File: config.mk
export PLATFORM = sky130hd
export DESIGN_NAME = input_queue_flat
export DESIGN_NICKNAME = d
export VERILOG_FILES = /design/src/rtl/noc_pkg.sv /design/src/rtl/input_queue_if.sv /design/src/rtl/flit_fifo_mem.sv /design/src/rtl/input_queue.sv /design/src/flat_wrapper.sv
export SDC_FILE = /design/constraint.sdc
export NUM_CORES = 1
export LEC_CHECK = 0
export BUFFER_PORTS_ARGS = -buffer_cell sky130_fd_sc_hd__buf_2
export CORE_UTILIZATION = 23
export CTS_BUF_LIST = sky130_fd_sc_hd__clkbuf_4 sky130_fd_sc_hd__clkbuf_8
export DETAILED_ROUTE_END_ITERATION = 12
export HOLD_SLACK_MARGIN = 0.08
export PLACE_DENSITY_LB_ADDON = 0.08
export SLEW_MARGIN = 20
export SYNTH_ARGS = -nofsm -noshare
export SYNTH_HDL_FRONTEND = slang
export SYNTH_SLANG_ARGS = --single-unit
File: constraint.sdc
create_clock -name clk -period 13.51 [get_ports clk]
set_input_delay 2.702 -clock clk [delete_from_list [all_inputs] [get_ports clk]]
set_output_delay 2.702 -clock clk [all_outputs]
set_load 0.03 [all_outputs]
File: src/rtl/noc_pkg.sv
// Constants and flit-type codes shared by the input queues, route computation and the allocators.
package noc_pkg;

  localparam int FLIT_SIZE  = 82;
  localparam int HEADER_LEN = 3;
  localparam int IN_Q_SIZE  = 5;
  localparam int CNT_W      = 3;

  typedef enum logic [HEADER_LEN-1:0] {
    FLIT_HEAD   = 3'b000,
    FLIT_BODY   = 3'b001,
    FLIT_TAIL   = 3'b010,
    FLIT_SINGLE = 3'b011,
    FLIT_CREDIT = 3'b100
  } flit_type_e;

  typedef enum logic [2:0] {
    DIR_LOCAL = 3'd0,
    DIR_NORTH = 3'd1,
    DIR_EAST  = 3'd2,
    DIR_SOUTH = 3'd3,
    DIR_WEST  = 3'd4
  } dir_e;

  // Write-side packet framing: are we between a HEAD and its TAIL?
  typedef enum logic {
    FRM_IDLE   = 1'b0,
    FRM_IN_PKT = 1'b1
  } frame_state_e;

  // Codes above SINGLE (other than CREDIT) carry no meaning and are dropped.
  function automatic logic is_data_type(input logic [HEADER_LEN-1:0] t);
    return (t == FLIT_HEAD) || (t == FLIT_BODY) || (t == FLIT_TAIL) || (t == FLIT_SINGLE);
  endfunction

endpackage

File: src/rtl/input_queue_if.sv
// Link-side and RC-side signals of one input queue; master drives flits in, slave is the queue.
interface input_queue_if
  import noc_pkg::*;
#(
  parameter int FLIT_SIZE = noc_pkg::FLIT_SIZE,
  parameter int CNT_W     = noc_pkg::CNT_W
);

  logic                 in_valid;
  logic [FLIT_SIZE-1:0] in_flit;
  logic                 stall;
  logic [FLIT_SIZE-1:0] flit_out;
  logic                 out_valid;
  logic                 credit_out;
  logic                 credit_rcv;
  logic [CNT_W-1:0]     occupancy;
  logic                 overflow_err;
  logic                 framing_err;

  modport master (
    output in_valid, in_flit, stall,
    input  flit_out, out_valid, credit_out, credit_rcv, occupancy, overflow_err, framing_err
  );

  modport slave (
    input  in_valid, in_flit, stall,
    output flit_out, out_valid, credit_out, credit_rcv, occupancy, overflow_err, framing_err
  );

endinterface

File: src/rtl/flit_fifo_mem.sv
// Flit storage for one input queue: DEPTH x WIDTH registers, one synchronous write port, async read.
module flit_fifo_mem #(
  parameter int DEPTH  = 5,
  parameter int WIDTH  = 82,
  parameter int ADDR_W = 3
) (
  input  logic              clk,
  input  logic              we,
  input  logic [ADDR_W-1:0] waddr,
  input  logic [WIDTH-1:0]  wdata,
  input  logic [ADDR_W-1:0] raddr,
  output logic [WIDTH-1:0]  rdata
);

  logic [WIDTH-1:0] mem [DEPTH];

  // NOTE: storage has no reset; validity is tracked by occupancy, so stale contents are never consumed.
  always_ff @(posedge clk) begin
    if (we) begin
      mem[waddr] <= wdata;
    end
  end

  assign rdata = mem[raddr];

endmodule

File: src/rtl/input_queue.sv
// Per-port input buffer ahead of route computation: FWFT queue, credit return, CREDIT stripping and
// write-side packet framing check.
module input_queue #(
  parameter int FLIT_SIZE  = noc_pkg::FLIT_SIZE,
  parameter int HEADER_LEN = noc_pkg::HEADER_LEN,
  parameter int IN_Q_SIZE  = noc_pkg::IN_Q_SIZE,
  parameter int CNT_W      = noc_pkg::CNT_W
) (
  input  logic          clk,
  input  logic          rst,
  input_queue_if.slave  bus
);

  import noc_pkg::*;

  localparam logic [CNT_W-1:0] LAST_IDX = CNT_W'(IN_Q_SIZE - 1);
  localparam logic [CNT_W-1:0] DEPTH    = CNT_W'(IN_Q_SIZE);

  logic [CNT_W-1:0]      rd_ptr;
  logic [CNT_W-1:0]      wr_ptr;
  logic [CNT_W-1:0]      occ;
  logic                  credit_out_q;
  logic                  credit_rcv_q;
  logic                  overflow_q;
  logic                  framing_q;
  frame_state_e          frm_state;

  logic [HEADER_LEN-1:0] ftype;
  logic                  is_credit;
  logic                  is_legal;
  logic                  data_flit;
  logic                  full;
  logic                  push;
  logic                  pop;

  // Depth need not be a power of two, so pointers wrap by comparison.
  function automatic logic [CNT_W-1:0] ptr_inc(input logic [CNT_W-1:0] p);
    return (p == LAST_IDX) ? '0 : p + 1'b1;
  endfunction

  assign ftype     = bus.in_flit[FLIT_SIZE-1 -: HEADER_LEN];
  assign is_credit = (ftype == FLIT_CREDIT);
  assign is_legal  = is_data_type(ftype);
  assign data_flit = bus.in_valid && !is_credit;
  assign full      = (occ == DEPTH);
  assign pop       = bus.out_valid && !bus.stall;
  // A full queue still accepts a flit when the head leaves in the same cycle.
  assign push      = data_flit && is_legal && (!full || pop);

  flit_fifo_mem #(
    .DEPTH  (IN_Q_SIZE),
    .WIDTH  (FLIT_SIZE),
    .ADDR_W (CNT_W)
  ) u_mem (
    .clk   (clk),
    .we    (push),
    .waddr (wr_ptr),
    .wdata (bus.in_flit),
    .raddr (rd_ptr),
    .rdata (bus.flit_out)
  );

  // NOTE: every state register uses non-blocking assignment so all updates see pre-edge values.
  always_ff @(posedge clk or negedge rst) begin
    if (!rst) begin
      rd_ptr       <= '0;
      wr_ptr       <= '0;
      occ          <= '0;
      credit_out_q <= 1'b0;
      credit_rcv_q <= 1'b0;
      overflow_q   <= 1'b0;
    end else begin
      if (push) wr_ptr <= ptr_inc(wr_ptr);
      if (pop)  rd_ptr <= ptr_inc(rd_ptr);

      case ({push, pop})
        2'b10:   occ <= occ + 1'b1;
        2'b01:   occ <= occ - 1'b1;
        default: occ <= occ;
      endcase

      credit_out_q <= pop;
      credit_rcv_q <= bus.in_valid && is_credit;

      if (data_flit && is_legal && full && !pop) overflow_q <= 1'b1;
    end
  end

  // Framing is judged on every non-credit flit, including ones dropped for overflow or bad type.
  always_ff @(posedge clk or negedge rst) begin
    if (!rst) begin
      frm_state <= FRM_IDLE;
      framing_q <= 1'b0;
    end else if (data_flit) begin
      case (frm_state)
        FRM_IDLE: begin
          if (ftype == FLIT_HEAD)        frm_state <= FRM_IN_PKT;
          else if (ftype != FLIT_SINGLE) framing_q <= 1'b1;
        end
        FRM_IN_PKT: begin
          if (ftype == FLIT_TAIL)        frm_state <= FRM_IDLE;
          else if (ftype != FLIT_BODY)   framing_q <= 1'b1;
        end
        default: frm_state <= FRM_IDLE;
      endcase
    end
  end

  assign bus.out_valid    = (occ != '0);
  assign bus.occupancy    = occ;
  assign bus.credit_out   = credit_out_q;
  assign bus.credit_rcv   = credit_rcv_q;
  assign bus.overflow_err = overflow_q;
  assign bus.framing_err  = framing_q;

endmodule

File: src/flat_wrapper.sv
// flat-port wrapper written by rule: the top's interface ports become plain ports
module input_queue_flat import noc_pkg::*;
#(
  parameter int FLIT_SIZE  = noc_pkg::FLIT_SIZE,
  parameter int HEADER_LEN = noc_pkg::HEADER_LEN,
  parameter int IN_Q_SIZE  = noc_pkg::IN_Q_SIZE,
  parameter int CNT_W      = noc_pkg::CNT_W
)
  (clk, rst, bus_in_valid, bus_in_flit, bus_stall, bus_flit_out, bus_out_valid, bus_credit_out, bus_credit_rcv, bus_occupancy, bus_overflow_err, bus_framing_err);
  input_queue_if #(.FLIT_SIZE(FLIT_SIZE), .CNT_W(CNT_W)) bus_i ();
  input  logic clk;
  input  logic rst;
  input wire logic [$bits(bus_i.in_valid)-1:0] bus_in_valid;
  input wire logic [$bits(bus_i.in_flit)-1:0] bus_in_flit;
  input wire logic [$bits(bus_i.stall)-1:0] bus_stall;
  output wire logic [$bits(bus_i.flit_out)-1:0] bus_flit_out;
  output wire logic [$bits(bus_i.out_valid)-1:0] bus_out_valid;
  output wire logic [$bits(bus_i.credit_out)-1:0] bus_credit_out;
  output wire logic [$bits(bus_i.credit_rcv)-1:0] bus_credit_rcv;
  output wire logic [$bits(bus_i.occupancy)-1:0] bus_occupancy;
  output wire logic [$bits(bus_i.overflow_err)-1:0] bus_overflow_err;
  output wire logic [$bits(bus_i.framing_err)-1:0] bus_framing_err;
  assign bus_i.in_valid = bus_in_valid;
  assign bus_i.in_flit = bus_in_flit;
  assign bus_i.stall = bus_stall;
  assign bus_flit_out = bus_i.flit_out;
  assign bus_out_valid = bus_i.out_valid;
  assign bus_credit_out = bus_i.credit_out;
  assign bus_credit_rcv = bus_i.credit_rcv;
  assign bus_occupancy = bus_i.occupancy;
  assign bus_overflow_err = bus_i.overflow_err;
  assign bus_framing_err = bus_i.framing_err;
  input_queue #(.FLIT_SIZE(FLIT_SIZE), .HEADER_LEN(HEADER_LEN), .IN_Q_SIZE(IN_Q_SIZE), .CNT_W(CNT_W)) u_core (.clk(clk), .rst(rst), .bus(bus_i));
endmodule
Word level (Yosys, flattened, before mapping). Memories as Yosys holds them, arrays and structs flattened. Index checks and enable logic that the tools add are counted.

$add $sub $neg: 4. Multipliers: 0. Divide/modulo/power cells: 0. Magnitude comparators: 0. Eq/ne operators: 15. Shift-type cells: 0. Mux-type cells: 13. Bitwise gates (word level): 1. Reductions and logical operators: 19.

Operators with widths (count): equality test 3 bit (second input constant) (4); adder 3 x 1 -> 3 bit (second input constant) (3); 2-to-1 mux 1 bit (8); logical AND 1 bit (7); equality test 3 x 2 -> 1 bit (second input constant) (2); 2-to-1 mux 3 bit (2); != test 2 bit (second input constant) (3); one-hot mux 3 bit (2 select lines) (1); AND reduction 5 bit (1); logical NOT 1 bit (4); logical OR 1 bit (4); one-hot mux 1 bit (2 select lines) (2); equality test 3 x 1 -> 1 bit (second input constant) (1); logical NOT 3 bit (1); != test 3 x 1 -> 1 bit (second input constant) (1); != test 3 x 2 -> 1 bit (second input constant) (1); nonzero test 3 bit (1); subtractor 3 x 1 -> 3 bit (second input constant) (1); equality test 2 x 1 -> 1 bit (second input constant) (1); equality test 2 bit (second input constant) (1); != test 2 x 1 -> 1 bit (second input constant) (1); nonzero test 2 bit (1); NOT 1 bit (1).

Flip-flop bits (word level): 14. Latch bits: 0. Bits in writable memories: 410. Memory bits (read-only): 0. Input bits: 86. Output and inout bits: 90. Word-level logic and storage cells: 61. Memories: 1.

Memories: u_core.u_mem.mem (depth 5, bits a word 82, read ports 1, clocked after Yosys merged registers in 0, write ports 1, RTL line flit_fifo_mem.sv:15) `logic [WIDTH-1:0] mem [DEPTH];`.

Logic depth before layout (Yosys ltp). Gate-level depths: netlist of the first run.

Depth in word-level cells: 8. Gate-level depth with buffers: 9. Mapped depth without buffers: 8.

Modules after synthesis. From an unflattened synthesis of the first run, not the netlist that was laid out.

Cells, all modules: 952. Area, all modules: 16803.6 µm².

By module, submodules not included: flit_fifo_mem (instances 1, cells each 881, area an instance 16072.9 µm², sequential area each 12311.8 µm²); input_queue (instances 1, cells each 71, area an instance 730.7 µm², sequential area each 350.3 µm²).

Worst setup path after synthesis of the first run. OpenSTA, ideal clock, no wires.

Path kind: input-to-reg. Start point: in bus_in_flit[81]. End point: mem u_core.u_mem.mem[4][0] (enable). Setup time: 0.753 ns. Data arrival time: 11.575 ns. Data required time: 12.757 ns. Setup slack: 1.182 ns. Stages: 4. Buffers on the path: 1. Path through: nand2b_1 > nand2b_1 > buf_2 > nor4b_1.

Word-level cells in the longest chain between the ends: 8. Elaborated cells between the ends (all ways): 14. Those cells by class: 4 x eq/ne; 2 x mux; 8 x reduce/logical.

Ends and longest elaborated chain: start, declared (RTL line flat_wrapper.sv:14) `input wire logic [$bits(bus_i.in_flit)-1:0] bus_in_flit;`; equality test 3 x 1 -> 1 bit or logical NOT 3 bit (tied branches) (RTL line noc_pkg.sv:33) `return (t == FLIT_HEAD) || (t == FLIT_BODY) || (t == FLIT_TAIL) || (t == FLIT_SINGLE);`; logical OR 1 bit (3 in series) (RTL line noc_pkg.sv:33); logical AND 1 bit * (2 in series) (RTL line input_queue.sv:48) `assign push = data_flit && is_legal && (!full || pop);`; 2-to-1 mux 1 bit * (RTL line flit_fifo_mem.sv:19) `if (we) begin`; 2-to-1 mux 1 bit (implied by the code) * (RTL line flit_fifo_mem.sv:20) `mem[waddr] <= wdata;`; end, declared (RTL line flit_fifo_mem.sv:15).

Mark *: on every way between the ends. The rest lies on a longest branch, timed or not.

Worst setup path in the final report of the first run.
Start point: reg u_core.rd_ptr[1]. End point: out bus_flit_out[77].

Word-level cells in the longest chain between the ends: 1.

Ends and longest elaborated chain: start, declared (RTL line input_queue.sv:19) `logic [CNT_W-1:0] rd_ptr;`; start signal, assigned (RTL line input_queue.sv:74) `if (pop) rd_ptr <= ptr_inc(rd_ptr);`; memory (5 x 82 bit); end, declared (RTL line flat_wrapper.sv:16) `output wire logic [$bits(bus_i.flit_out)-1:0] bus_flit_out;`.

Every way passes these cells.

==> results of run 1 <==
[routing by layer]
layer | wire length [um] | track usage, % | vias to the layer above
met5 | 85 | 0 | -
li1 | - | - | 3344
met4 | 919 | 4.29 | 12
met1 | 18300 | 15.3 | 4084
met3 | 2530 | 3.78 | 79
met2 | 18500 | 17.8 | 191
[power by group]
group          internal (W)  total, W  switching (W)  leakage [nW]
Sequential          0.00158   0.00169       0.000116          3.87
Combinational      0.000532   0.00133       0.000800          1.78
Clock              0.000656   0.00121       0.000553         0.823
Total               0.00276   0.00423        0.00147          6.47
[per-stage QoR]
step / instances / total power, W
6_report: 1920 / 0.00423
5_1_grt: 1916 / 0.00448
4_1_cts: 1916 / 0.00436
3_5_place_dp: 1768 / 0.00311
3_3_place_gp: 1768 / 0.00311
2_1_floorplan: 674 / 0.00269
[placed cells by master (no fill, tap or decap)]
cell / count
nor2b_1: 1
diode_2: 4
o21ai_0: 2
mux4_2: 82
buf_4: 17
nand2b_1: 3
o2bb2ai_1: 1
inv_6: 2
nand4b_1: 1
nor4_1: 1
inv_1: 10
clkinv_2: 11
clkinvlp_4: 2
or3b_2: 1
nor2_1: 4
clkinv_1: 20
a21oi_1: 2
xor2_1: 2
o21bai_1: 1
o31ai_1: 3
dfrtp_4: 3
buf_2: 175
mux2_2: 86
a211oi_1: 1
xnor2_1: 2
dfrtp_1: 11
edfxtp_1: 410
clkbuf_8: 84
nand2_1: 3
o41ai_1: 1
nor4b_1: 1
nor3_1: 2
nor4b_2: 1
fa_1: 1
clkbuf_4: 28
ha_1: 5
inv_8: 1
nor4_2: 4
[critical path, cell delays in order (launching register included)]
cell,delay [ps]
dfrtp_4,970
buf_4,790
mux4_2,420
mux2_2,330
buf_2,190
[layout make-up]
class,count,area [um^2]
clock buffers,112,1370
clock inverters,36,174
multi-input cells,211,3170
repair buffers,192,1000
inverters,10,37.5
well taps,931,1160
fillers,6854,49200
diodes,4,10.0
flip-flops and latches,424,12700
[sequential cells by signal, indices dropped and copies added, names as in the netlist]
register                 count
u_core.bus.occupancy         3
u_core.frm_state             1
u_core.bus.credit_out        1
u_core.wr_ptr                3
u_core.bus.framing_err       1
u_core.u_mem.mem           410
u_core.rd_ptr                3
u_core.bus.overflow_err      1
u_core.bus.credit_rcv        1
[path summary, 6_finish.rpt]
| check | startpoint | end | cells after the start |
|---|---|---|---|
| max in group asynchronous | rst | u_core.rd_ptr[0] | 1 |
| worst max register to register | u_core.bus.occupancy[1] | u_core.u_mem.mem[0][27] | 5 |
| worst min-delay path | u_core.bus.overflow_err | u_core.bus.overflow_err | 1 |
| worst min register to register | u_core.bus.overflow_err | u_core.bus.overflow_err | 1 |
| min in group asynchronous | rst | u_core.bus.framing_err | 1 |
| worst max-delay path | u_core.rd_ptr[1] | bus_flit_out[77] | 4 |
[cell usage after synthesis (all sizes together)]
library cell and number:
edfxtp 410, mux2 86, mux4 82, buf 18
dfrtp 14, clkbuf 11, inv 10, ha 5
nor4 5, nor2 4, nand2 3, nand2b 3
o31ai 3, a21oi 2, nor3 2, nor4b 2
o21ai 2, xnor2 2, xor2 2, a211oi 1
fa 1, nand4b 1, nor2b 1, o21bai 1
o2bb2ai 1, o41ai 1, or3b 1
[kinds of logic after synthesis]
family | Yosys count | share of synthesized area, %
adders and majority gates | 6 | 0.515
AOI/OAI and AO/OA | 11 | 0.468
DFF | 424 | 79.0
and+or+nand+nor | 22 | 0.796
muxes | 168 | 17.6
buffers and inverters | 39 | 1.43
xor gates and xnor gates | 4 | 0.219
==> flow_results.xml, run 1 <==
<?xml version="1.0" encoding="UTF-8"?>
<metrics>
  <group name="run_status">
    <metric name="run_status" unit="">complete, no violations</metric>
  </group>
  <group name="floorplan">
    <metric name="top_level_ports" unit="">176</metric>
    <metric name="initial_utilization" unit="%">23.3</metric>
    <metric name="row_count" unit="">96</metric>
    <metric name="floorplan.die.width" unit="um">266</metric>
    <metric name="dieHeight" unit="um">266</metric>
    <metric name="floorplan.die_area" unit="mm^2">0.0707</metric>
    <metric name="floorplan.core_area" unit="mm^2">0.0688</metric>
  </group>
  <group name="timing">
    <metric name="setup_violations" unit="">0</metric>
    <metric name="timing.max_slew.rel_slack" unit="%">31.8</metric>
    <metric name="min_period" unit="ps">6060</metric>
    <metric name="finalHoldViolations" unit="">0</metric>
    <metric name="maxSlewViolCount" unit="">0</metric>
    <metric name="hold-worst-slack" unit="ps">511</metric>
    <metric name="grt_setup_unrepaired" unit="">false</metric>
    <metric name="totalNegativeSetupSlack" unit="ps">0</metric>
    <metric name="worst-slew-pin-transition" unit="ps">1020</metric>
    <metric name="finalClockSkew" unit="ps">26.8</metric>
    <metric name="max_freq" unit="GHz">0.165</metric>
    <metric name="worst_slack" unit="ps">7450</metric>
    <metric name="final.period_utilization" unit="%">44.9</metric>
  </group>
  <group name="yosys">
    <metric name="average_cell_area_after_synthesis" unit="um^2">23.8</metric>
    <metric name="yosysUniqueCellTypes" unit="">31</metric>
    <metric name="syn_inst" unit="">674</metric>
    <metric name="synth_warnings" unit="">0</metric>
    <metric name="synth.yosys.seq_area_share" unit="%">79.0</metric>
    <metric name="syn_area" unit="mm^2">0.0160</metric>
    <metric name="synth_area_leaders" unit="">edfxtp_1, mux4_2, mux2_2, dfrtp_1, ha_1</metric>
    <metric name="synth-seq-cells" unit="">424</metric>
    <metric name="synth.top_cell.area_share" unit="%">76.8</metric>
    <metric name="mappedNetlistNets" unit="">766</metric>
    <metric name="post-synth-top-area-cell" unit="">edfxtp_1</metric>
  </group>
  <group name="worst_setup_path">
    <metric name="worst-path-max-fanout" unit="">43</metric>
    <metric name="endpoint_kind" unit="">output port</metric>
    <metric name="worst-endpoint-required" unit="ps">10810</metric>
    <metric name="timing.critical_path.arrival" unit="ps">3360</metric>
    <metric name="rrSetupSlack" unit="ps">10590</metric>
    <metric name="worst-setup-path-type" unit="">flop to output port</metric>
    <metric name="setup.worst_path.start_class" unit="">flop</metric>
  </group>
  <group name="finish">
    <metric name="stdcell_area" unit="mm^2">0.0196</metric>
    <metric name="syn2layout_area_growth" unit="%">22.3</metric>
    <metric name="layout-drive-gt1-share" unit="%">50.5</metric>
    <metric name="nets" unit="">1013</metric>
    <metric name="final_core_occ" unit="%">28.5</metric>
  </group>
  <group name="placed_design">
    <metric name="dpl_cell_area" unit="mm^2">0.0180</metric>
    <metric name="routabilityCongestion" unit="">0.634</metric>
    <metric name="preCtsSetupSlack" unit="ps">7900</metric>
    <metric name="dp_hpwl" unit="mm">21.9</metric>
    <metric name="number_of_input_and_output_port_buffers_inserted" unit="">175</metric>
  </group>
  <group name="detailed_routing">
    <metric name="drc" unit="">0</metric>
    <metric name="dr.first_iter.drc_count" unit="">458</metric>
    <metric name="wire_per_inst" unit="um">21.0</metric>
    <metric name="detailedRoute.firstPassIterationCount" unit="">4</metric>
    <metric name="finalWirelength" unit="mm">40.4</metric>
    <metric name="routed_via_density" unit="">4.02</metric>
    <metric name="dr_total_vias" unit="">7710</metric>
    <metric name="ant_nets" unit="">0</metric>
  </group>
  <group name="clocking">
    <metric name="postCtsHoldBufs" unit="">0</metric>
    <metric name="cts.clk_slew.worst_paths" unit="ps">50</metric>
    <metric name="clock_tree_from_tritoncts" unit="">built</metric>
    <metric name="cts_root_buffer" unit="">clkbuf_8</metric>
    <metric name="worst_skew_pair.late_latency" unit="ps">650</metric>
    <metric name="post_cts_resized" unit="">0</metric>
    <metric name="cts-root-to-sink-buffers" unit="">3</metric>
    <metric name="ctsHtreeMaxLevel" unit="">3</metric>
    <metric name="cts_setup_buffers" unit="">0</metric>
    <metric name="cts_buf_count" unit="">82</metric>
    <metric name="clkSinkCount" unit="">424</metric>
  </group>
  <group name="global_routing">
    <metric name="grt_start_max_net_pins" unit="">56</metric>
    <metric name="grt_antenna_before_repair" unit="">9</metric>
    <metric name="grt_pass1_wl" unit="mm">58.7</metric>
    <metric name="grt_remaining_overflow" unit="">0</metric>
    <metric name="grt_pass1_vias" unit="">8485</metric>
    <metric name="grt_use_total" unit="%">11.6</metric>
  </group>
  <group name="power">
    <metric name="ir_drop" unit="mV">0.112</metric>
    <metric name="static-leakage-power" unit="nW">6.47</metric>
    <metric name="pwr_density_cell" unit="mW/mm^2">216</metric>
  </group>
  <group name="run">
    <metric name="cap_violations" unit="">0</metric>
  </group>
  <group name="hold_path">
    <metric name="min_path_type" unit="">flop to flop</metric>
  </group>
</metrics>
Power figures use the tool's default switching activity.
==> run 2, diff against run 1 <==
clock period = 6.4 ns   (was 13.51 ns; I/O delays follow)
==> flow_results.xml, run 2 (synthesis gave the netlist of run 1 again) <==
<?xml version="1.0" encoding="UTF-8"?>
<metrics>
  <group name="placed_design">
    <metric name="dp_cells" unit="">1770</metric>
    <metric name="routabilityCongestion" unit="">0.625</metric>
    <metric name="number_of_input_and_output_port_buffers_inserted" unit="">175</metric>
    <metric name="dp_hpwl" unit="mm">21.1</metric>
    <metric name="dpl_cell_area" unit="mm^2">0.0181</metric>
    <metric name="preCtsSetupSlack" unit="ps">2430</metric>
  </group>
  <group name="clocking">
    <metric name="cts_root_buffer" unit="">clkbuf_8</metric>
    <metric name="worst_skew_pair.late_latency" unit="ps">640</metric>
    <metric name="cts.clk_slew.worst_paths" unit="ps">60</metric>
    <metric name="clock_tree_from_tritoncts" unit="">built</metric>
    <metric name="cts_buf_count" unit="">80</metric>
    <metric name="post_cts_resized" unit="">0</metric>
    <metric name="cts-root-to-sink-buffers" unit="">3</metric>
    <metric name="clkSinkCount" unit="">424</metric>
    <metric name="ctsHtreeMaxLevel" unit="">3</metric>
    <metric name="cts_setup_buffers" unit="">0</metric>
    <metric name="postCtsHoldBufs" unit="">0</metric>
  </group>
  <group name="timing">
    <metric name="finalHoldViolations" unit="">0</metric>
    <metric name="finalClockSkew" unit="ps">15.1</metric>
    <metric name="grt_setup_unrepaired" unit="">false</metric>
    <metric name="max_freq" unit="GHz">0.225</metric>
    <metric name="worst_slack" unit="ps">1950</metric>
    <metric name="timing.max_slew.rel_slack" unit="%">33.7</metric>
    <metric name="worst-slew-pin-transition" unit="ps">994</metric>
    <metric name="setup_violations" unit="">0</metric>
    <metric name="maxSlewViolCount" unit="">0</metric>
    <metric name="final.period_utilization" unit="%">69.6</metric>
    <metric name="min_period" unit="ps">4450</metric>
    <metric name="hold-worst-slack" unit="ps">493</metric>
  </group>
  <group name="detailed_routing">
    <metric name="detailedRoute.firstPassIterationCount" unit="">4</metric>
    <metric name="finalWirelength" unit="mm">39.1</metric>
    <metric name="ant_nets" unit="">0</metric>
    <metric name="drc" unit="">0</metric>
    <metric name="wire_per_inst" unit="um">20.4</metric>
    <metric name="dr.first_iter.drc_count" unit="">288</metric>
    <metric name="dr_total_vias" unit="">7596</metric>
    <metric name="routed_via_density" unit="">3.97</metric>
  </group>
  <group name="global_routing">
    <metric name="grt_use_total" unit="%">11.2</metric>
    <metric name="grt_pass1_wl" unit="mm">57.6</metric>
    <metric name="grt_use_met2" unit="%">17.1</metric>
    <metric name="grt_pass1_vias" unit="">8458</metric>
    <metric name="met1_usage" unit="%">15.1</metric>
    <metric name="grt_remaining_overflow" unit="">0</metric>
    <metric name="grt_start_max_net_pins" unit="">54</metric>
    <metric name="grt_max_usage_layer" unit="">met2</metric>
    <metric name="groute.layer.met3.usage" unit="%">3.04</metric>
    <metric name="grt_antenna_before_repair" unit="">4</metric>
  </group>
  <group name="finish">
    <metric name="largest_register_ff_count" unit="">410</metric>
    <metric name="max_flop_register" unit="">u_core.u_mem.mem</metric>
    <metric name="stdcell_area" unit="mm^2">0.0197</metric>
    <metric name="final_common_cell" unit="">edfxtp_1</metric>
    <metric name="antennaDiodeCount" unit="">0</metric>
    <metric name="final_core_occ" unit="%">28.6</metric>
    <metric name="final.fill_count" unit="">6803</metric>
    <metric name="final_cell_count_no_fill" unit="">1912</metric>
    <metric name="layout-drive-gt1-share" unit="%">51.2</metric>
    <metric name="nets" unit="">1013</metric>
    <metric name="most-common-layout-cells" unit="">edfxtp_1, buf_2, mux2_2</metric>
    <metric name="syn2layout_area_growth" unit="%">22.7</metric>
  </group>
  <group name="worst_setup_path">
    <metric name="timing.critical_path.arrival" unit="ps">3170</metric>
    <metric name="worst-setup-path-type" unit="">flop to output port</metric>
    <metric name="endpoint_kind" unit="">output port</metric>
    <metric name="rrSetupSlack" unit="ps">3650</metric>
    <metric name="worstReg2RegEnd" unit="">u_core.u_mem.mem[3][5]</metric>
    <metric name="worst-path-max-fanout" unit="">38</metric>
    <metric name="r2r_cells" unit="">4</metric>
    <metric name="setup.worst_path.start_class" unit="">flop</metric>
    <metric name="worst-endpoint-required" unit="ps">5120</metric>
    <metric name="rr_startpoint" unit="">u_core.bus.occupancy[1]</metric>
  </group>
  <group name="power">
    <metric name="static-leakage-power" unit="nW">6.49</metric>
    <metric name="ir_drop" unit="mV">0.319</metric>
    <metric name="pwr_density_cell" unit="mW/mm^2">455</metric>
  </group>
  <group name="floorplan">
    <metric name="dieHeight" unit="um">266</metric>
    <metric name="initial_utilization" unit="%">23.3</metric>
    <metric name="floorplan.die_area" unit="mm^2">0.0707</metric>
    <metric name="floorplan.core_area" unit="mm^2">0.0688</metric>
    <metric name="floorplan.die.width" unit="um">266</metric>
    <metric name="row_count" unit="">96</metric>
    <metric name="top_level_ports" unit="">176</metric>
  </group>
  <group name="hold_path">
    <metric name="min_path_type" unit="">flop to flop</metric>
    <metric name="holdCritStartpoint" unit="">u_core.bus.overflow_err</metric>
    <metric name="whs_path_depth" unit="">1</metric>
    <metric name="timing.hold.worst_endpoint" unit="">u_core.bus.overflow_err</metric>
  </group>
  <group name="run">
    <metric name="cap_violations" unit="">0</metric>
  </group>
  <group name="run_status">
    <metric name="run_status" unit="">complete, no violations</metric>
  </group>
</metrics>
run 2: per-stage QoR:
stage / TNS [ps] / total power (W)
floorplan: -118310 / 0.00567
global placement: 0 / 0.00657
detailed placement: 0 / 0.00656
CTS: 0 / 0.00920
global route: 0 / 0.00946
finish: 0 / 0.00896
run 2: routing by layer:
metal | up-vias | part of all wire, %
met5 | - | 0.10
met4 | 6 | 2.6
met3 | 77 | 5.2
met2 | 213 | 46
met1 | 3966 | 46
li1 | 3334 | -
run 2: final cells by class:
class / instances / area [um^2] / area share, %
clock buffer: 118 / 1390 / 7.08
clock inverter: 24 / 145 / 0.738
inverter: 10 / 37.5 / 0.191
multi-input combinational: 211 / 3210 / 16.3
sequential: 424 / 12700 / 64.4
tap: 931 / 1160 / 5.92
timing repair buffer: 194 / 1040 / 5.31
run 2: worst max path at each step:
stage                                 from  depth (start not counted)  slack, ps                endpoint
after floorplan            bus_in_flit[81]                          4       -360  u_core.u_mem.mem[0][0]
after global placement    u_core.rd_ptr[0]                          4       2490        bus_flit_out[36]
after detailed placement   bus_in_flit[81]                          5       2430  u_core.u_mem.mem[3][9]
after CTS                 u_core.rd_ptr[0]                          4       1730        bus_flit_out[38]
after global routing      u_core.rd_ptr[0]                          4       1640        bus_flit_out[28]
final                     u_core.rd_ptr[0]                          4       1950        bus_flit_out[56]
run 2: worst max-delay path: stages (launching register included):
cell	delay, ps
dfrtp_4	1040
buf_4	450
mux4_2	530
mux2_2	290
buf_2	180
run 2: where the power goes:
group	switching (W)	internal [W]	total, W
logic	0.00167	0.00114	0.00281
clock network	0.00113	0.00143	0.00256
registers	0.000256	0.00333	0.00358
==> run 3, diff against run 2 <==
clock period = 4.2 ns   (was 6.4 ns; I/O delays follow)
==> flow_results.xml, run 3 (synthesis gave the netlist of run 1 again) <==
<?xml version="1.0" encoding="UTF-8"?>
<metrics>
  <group name="worst_setup_path">
    <metric name="worst-path-max-fanout" unit="">18</metric>
    <metric name="worst-setup-path-type" unit="">flop to output port</metric>
    <metric name="endpoint_kind" unit="">output port</metric>
    <metric name="crit_buf_inv" unit="">2</metric>
    <metric name="setup.worst_path.start_class" unit="">flop</metric>
    <metric name="r2r_cells" unit="">8</metric>
    <metric name="rr_startpoint" unit="">u_core.bus.occupancy[1]</metric>
    <metric name="cp_slowest_stage_delay" unit="ps">590</metric>
    <metric name="rrSetupSlack" unit="ps">2010</metric>
    <metric name="crit_family" unit="">multiplexers</metric>
    <metric name="worst-endpoint-required" unit="ps">3360</metric>
    <metric name="critical_path.slowest_cell" unit="">dfrtp_4</metric>
    <metric name="worstReg2RegEnd" unit="">u_core.bus.occupancy[2]</metric>
    <metric name="crit_path_cells" unit="">buf_4 -&gt; mux4_2 -&gt; mux2_2 -&gt; buf_2</metric>
    <metric name="timing.critical_path.arrival" unit="ps">2700</metric>
  </group>
  <group name="floorplan">
    <metric name="floorplan.die.width" unit="um">266</metric>
    <metric name="initial_utilization" unit="%">23.3</metric>
    <metric name="row_count" unit="">96</metric>
    <metric name="dieHeight" unit="um">266</metric>
    <metric name="top_level_ports" unit="">176</metric>
    <metric name="floorplan.die_area" unit="mm^2">0.0707</metric>
    <metric name="floorplan.core_area" unit="mm^2">0.0688</metric>
  </group>
  <group name="placed_design">
    <metric name="dp_hpwl" unit="mm">20.2</metric>
    <metric name="preCtsSetupSlack" unit="ps">1240</metric>
    <metric name="routabilityCongestion" unit="">0.648</metric>
    <metric name="number_of_input_and_output_port_buffers_inserted" unit="">175</metric>
  </group>
  <group name="global_routing">
    <metric name="grt_start_max_net_pins" unit="">57</metric>
    <metric name="grt_antenna_before_repair" unit="">1</metric>
    <metric name="grt_remaining_overflow" unit="">0</metric>
    <metric name="grt_pass1_vias" unit="">8609</metric>
    <metric name="grt_use_total" unit="%">11.1</metric>
    <metric name="grt_pass1_wl" unit="mm">56.9</metric>
  </group>
  <group name="detailed_routing">
    <metric name="dr_total_vias" unit="">7623</metric>
    <metric name="wire_per_inst" unit="um">20.2</metric>
    <metric name="ant_nets" unit="">0</metric>
    <metric name="detailedRoute.firstPassIterationCount" unit="">4</metric>
    <metric name="dr.first_iter.drc_count" unit="">396</metric>
    <metric name="drc" unit="">0</metric>
    <metric name="routed_via_density" unit="">3.98</metric>
    <metric name="finalWirelength" unit="mm">38.7</metric>
  </group>
  <group name="power">
    <metric name="p_seq_share" unit="%">38.9</metric>
    <metric name="pwr_density_cell" unit="mW/mm^2">696</metric>
    <metric name="clock_power_share" unit="%">29.0</metric>
    <metric name="power.internal" unit="W">0.00908</metric>
    <metric name="share_comb_of_total_power" unit="%">32.1</metric>
    <metric name="p_sw_share" unit="%">34.2</metric>
    <metric name="net-switching-power" unit="W">0.00472</metric>
    <metric name="overall_power_after_layout" unit="W">0.0138</metric>
    <metric name="static-leakage-power" unit="nW">6.55</metric>
    <metric name="ir_drop" unit="mV">0.319</metric>
  </group>
  <group name="finish">
    <metric name="antennaDiodeCount" unit="">0</metric>
    <metric name="most-common-layout-cells" unit="">edfxtp_1, buf_2, mux2_2</metric>
    <metric name="syn2layout_area_growth" unit="%">23.7</metric>
    <metric name="multi_input_area" unit="mm^2">0.00323</metric>
    <metric name="final.fill_count" unit="">6818</metric>
    <metric name="max_flop_register" unit="">u_core.u_mem.mem</metric>
    <metric name="largest_register_ff_count" unit="">410</metric>
    <metric name="layout-drive-gt1-share" unit="%">50.7</metric>
    <metric name="nets" unit="">1014</metric>
    <metric name="final_common_cell" unit="">edfxtp_1</metric>
    <metric name="seqCellArea" unit="mm^2">0.0127</metric>
  </group>
  <group name="clocking">
    <metric name="cts_buf_count" unit="">81</metric>
    <metric name="worst_skew_pair.late_latency" unit="ps">640</metric>
    <metric name="ctsHtreeMaxLevel" unit="">3</metric>
    <metric name="cts-root-to-sink-buffers" unit="">3</metric>
    <metric name="post_cts_resized" unit="">0</metric>
    <metric name="clkSinkCount" unit="">424</metric>
    <metric name="cts_setup_buffers" unit="">0</metric>
    <metric name="cts.clk_slew.worst_paths" unit="ps">70</metric>
    <metric name="postCtsHoldBufs" unit="">1</metric>
    <metric name="clock_tree_from_tritoncts" unit="">built</metric>
    <metric name="cts_root_buffer" unit="">clkbuf_8</metric>
  </group>
  <group name="timing">
    <metric name="setup_violations" unit="">0</metric>
    <metric name="min_period" unit="ps">3540</metric>
    <metric name="final.period_utilization" unit="%">84.2</metric>
    <metric name="max_freq" unit="GHz">0.283</metric>
    <metric name="timing.max_slew.rel_slack" unit="%">50.2</metric>
    <metric name="maxSlewViolCount" unit="">0</metric>
    <metric name="grt_setup_unrepaired" unit="">false</metric>
    <metric name="finalClockSkew" unit="ps">18.0</metric>
    <metric name="finalHoldViolations" unit="">0</metric>
    <metric name="totalNegativeSetupSlack" unit="ps">0</metric>
    <metric name="hold-worst-slack" unit="ps">427</metric>
    <metric name="worst-slew-pin-transition" unit="ps">747</metric>
    <metric name="worst_slack" unit="ps">662</metric>
  </group>
  <group name="run_status">
    <metric name="run_status" unit="">complete, no violations</metric>
  </group>
  <group name="hold_path">
    <metric name="min_path_type" unit="">input pin to flop</metric>
    <metric name="timing.hold.worst_endpoint" unit="">u_core.u_mem.mem[0][32]</metric>
    <metric name="holdCritStartpoint" unit="">bus_in_flit[32]</metric>
    <metric name="whs_path_depth" unit="">1</metric>
  </group>
  <group name="run">
    <metric name="cap_violations" unit="">0</metric>
  </group>
</metrics>
## run 3: per-layer routing
layer	GRT usage (%)	vias to the layer above	routed length [um]
met1	14.8	4013	17800
met4	3.79	2	1040
li1	-	3341	-
met2	17.2	190	18000
met5	0	-	8
met3	3.11	77	1850
## run 3: final cells by class
cell class | instances | share of cell area (%)
clock buffers | 111 | 6.79
clock inverters | 33 | 1.17
inverters | 10 | 0.189
multi-input cells | 211 | 16.3
flip-flops and latches | 424 | 63.9
well taps | 931 | 5.88
repair buffers | 194 | 5.78
## run 3: metrics by stage
step                area [um^2]  instances  utilization [%]
floorplan                 16100        674                -
CTS                       19800       1914             28.8
detailed placement        18200       1769             26.5
global placement          18200       1769             26.5
finish                    19800       1914             28.8
global route              19800       1914             28.8
## run 3: how the worst max path moves through the flow
stage | end | cells after the start | start | slack (ps)
6_report | bus_flit_out[33] | 4 | u_core.rd_ptr[0] | 660
5_1_grt | bus_flit_out[37] | 4 | u_core.rd_ptr[0] | 430
2_1_floorplan | u_core.u_mem.mem[4][0] | 4 | bus_in_flit[81] | -210
3_3_place_gp | bus_flit_out[33] | 4 | u_core.rd_ptr[0] | 1240
4_1_cts | bus_flit_out[37] | 4 | u_core.rd_ptr[0] | 490
3_5_place_dp | bus_flit_out[33] | 4 | u_core.rd_ptr[0] | 1240
## run 3: power by group through the flow
| stage | logic [W] | registers (W) | clock network, W |
|---|---|---|---|
| floorplan | 0.00332 | 0.00533 | 0 |
| global placement | 0.00458 | 0.00548 | 0 |
| detailed placement | 0.00457 | 0.00548 | 0 |
| CTS | 0.00459 | 0.00540 | 0.00420 |
| global route | 0.00477 | 0.00543 | 0.00437 |
| finish | 0.00443 | 0.00537 | 0.00400 |
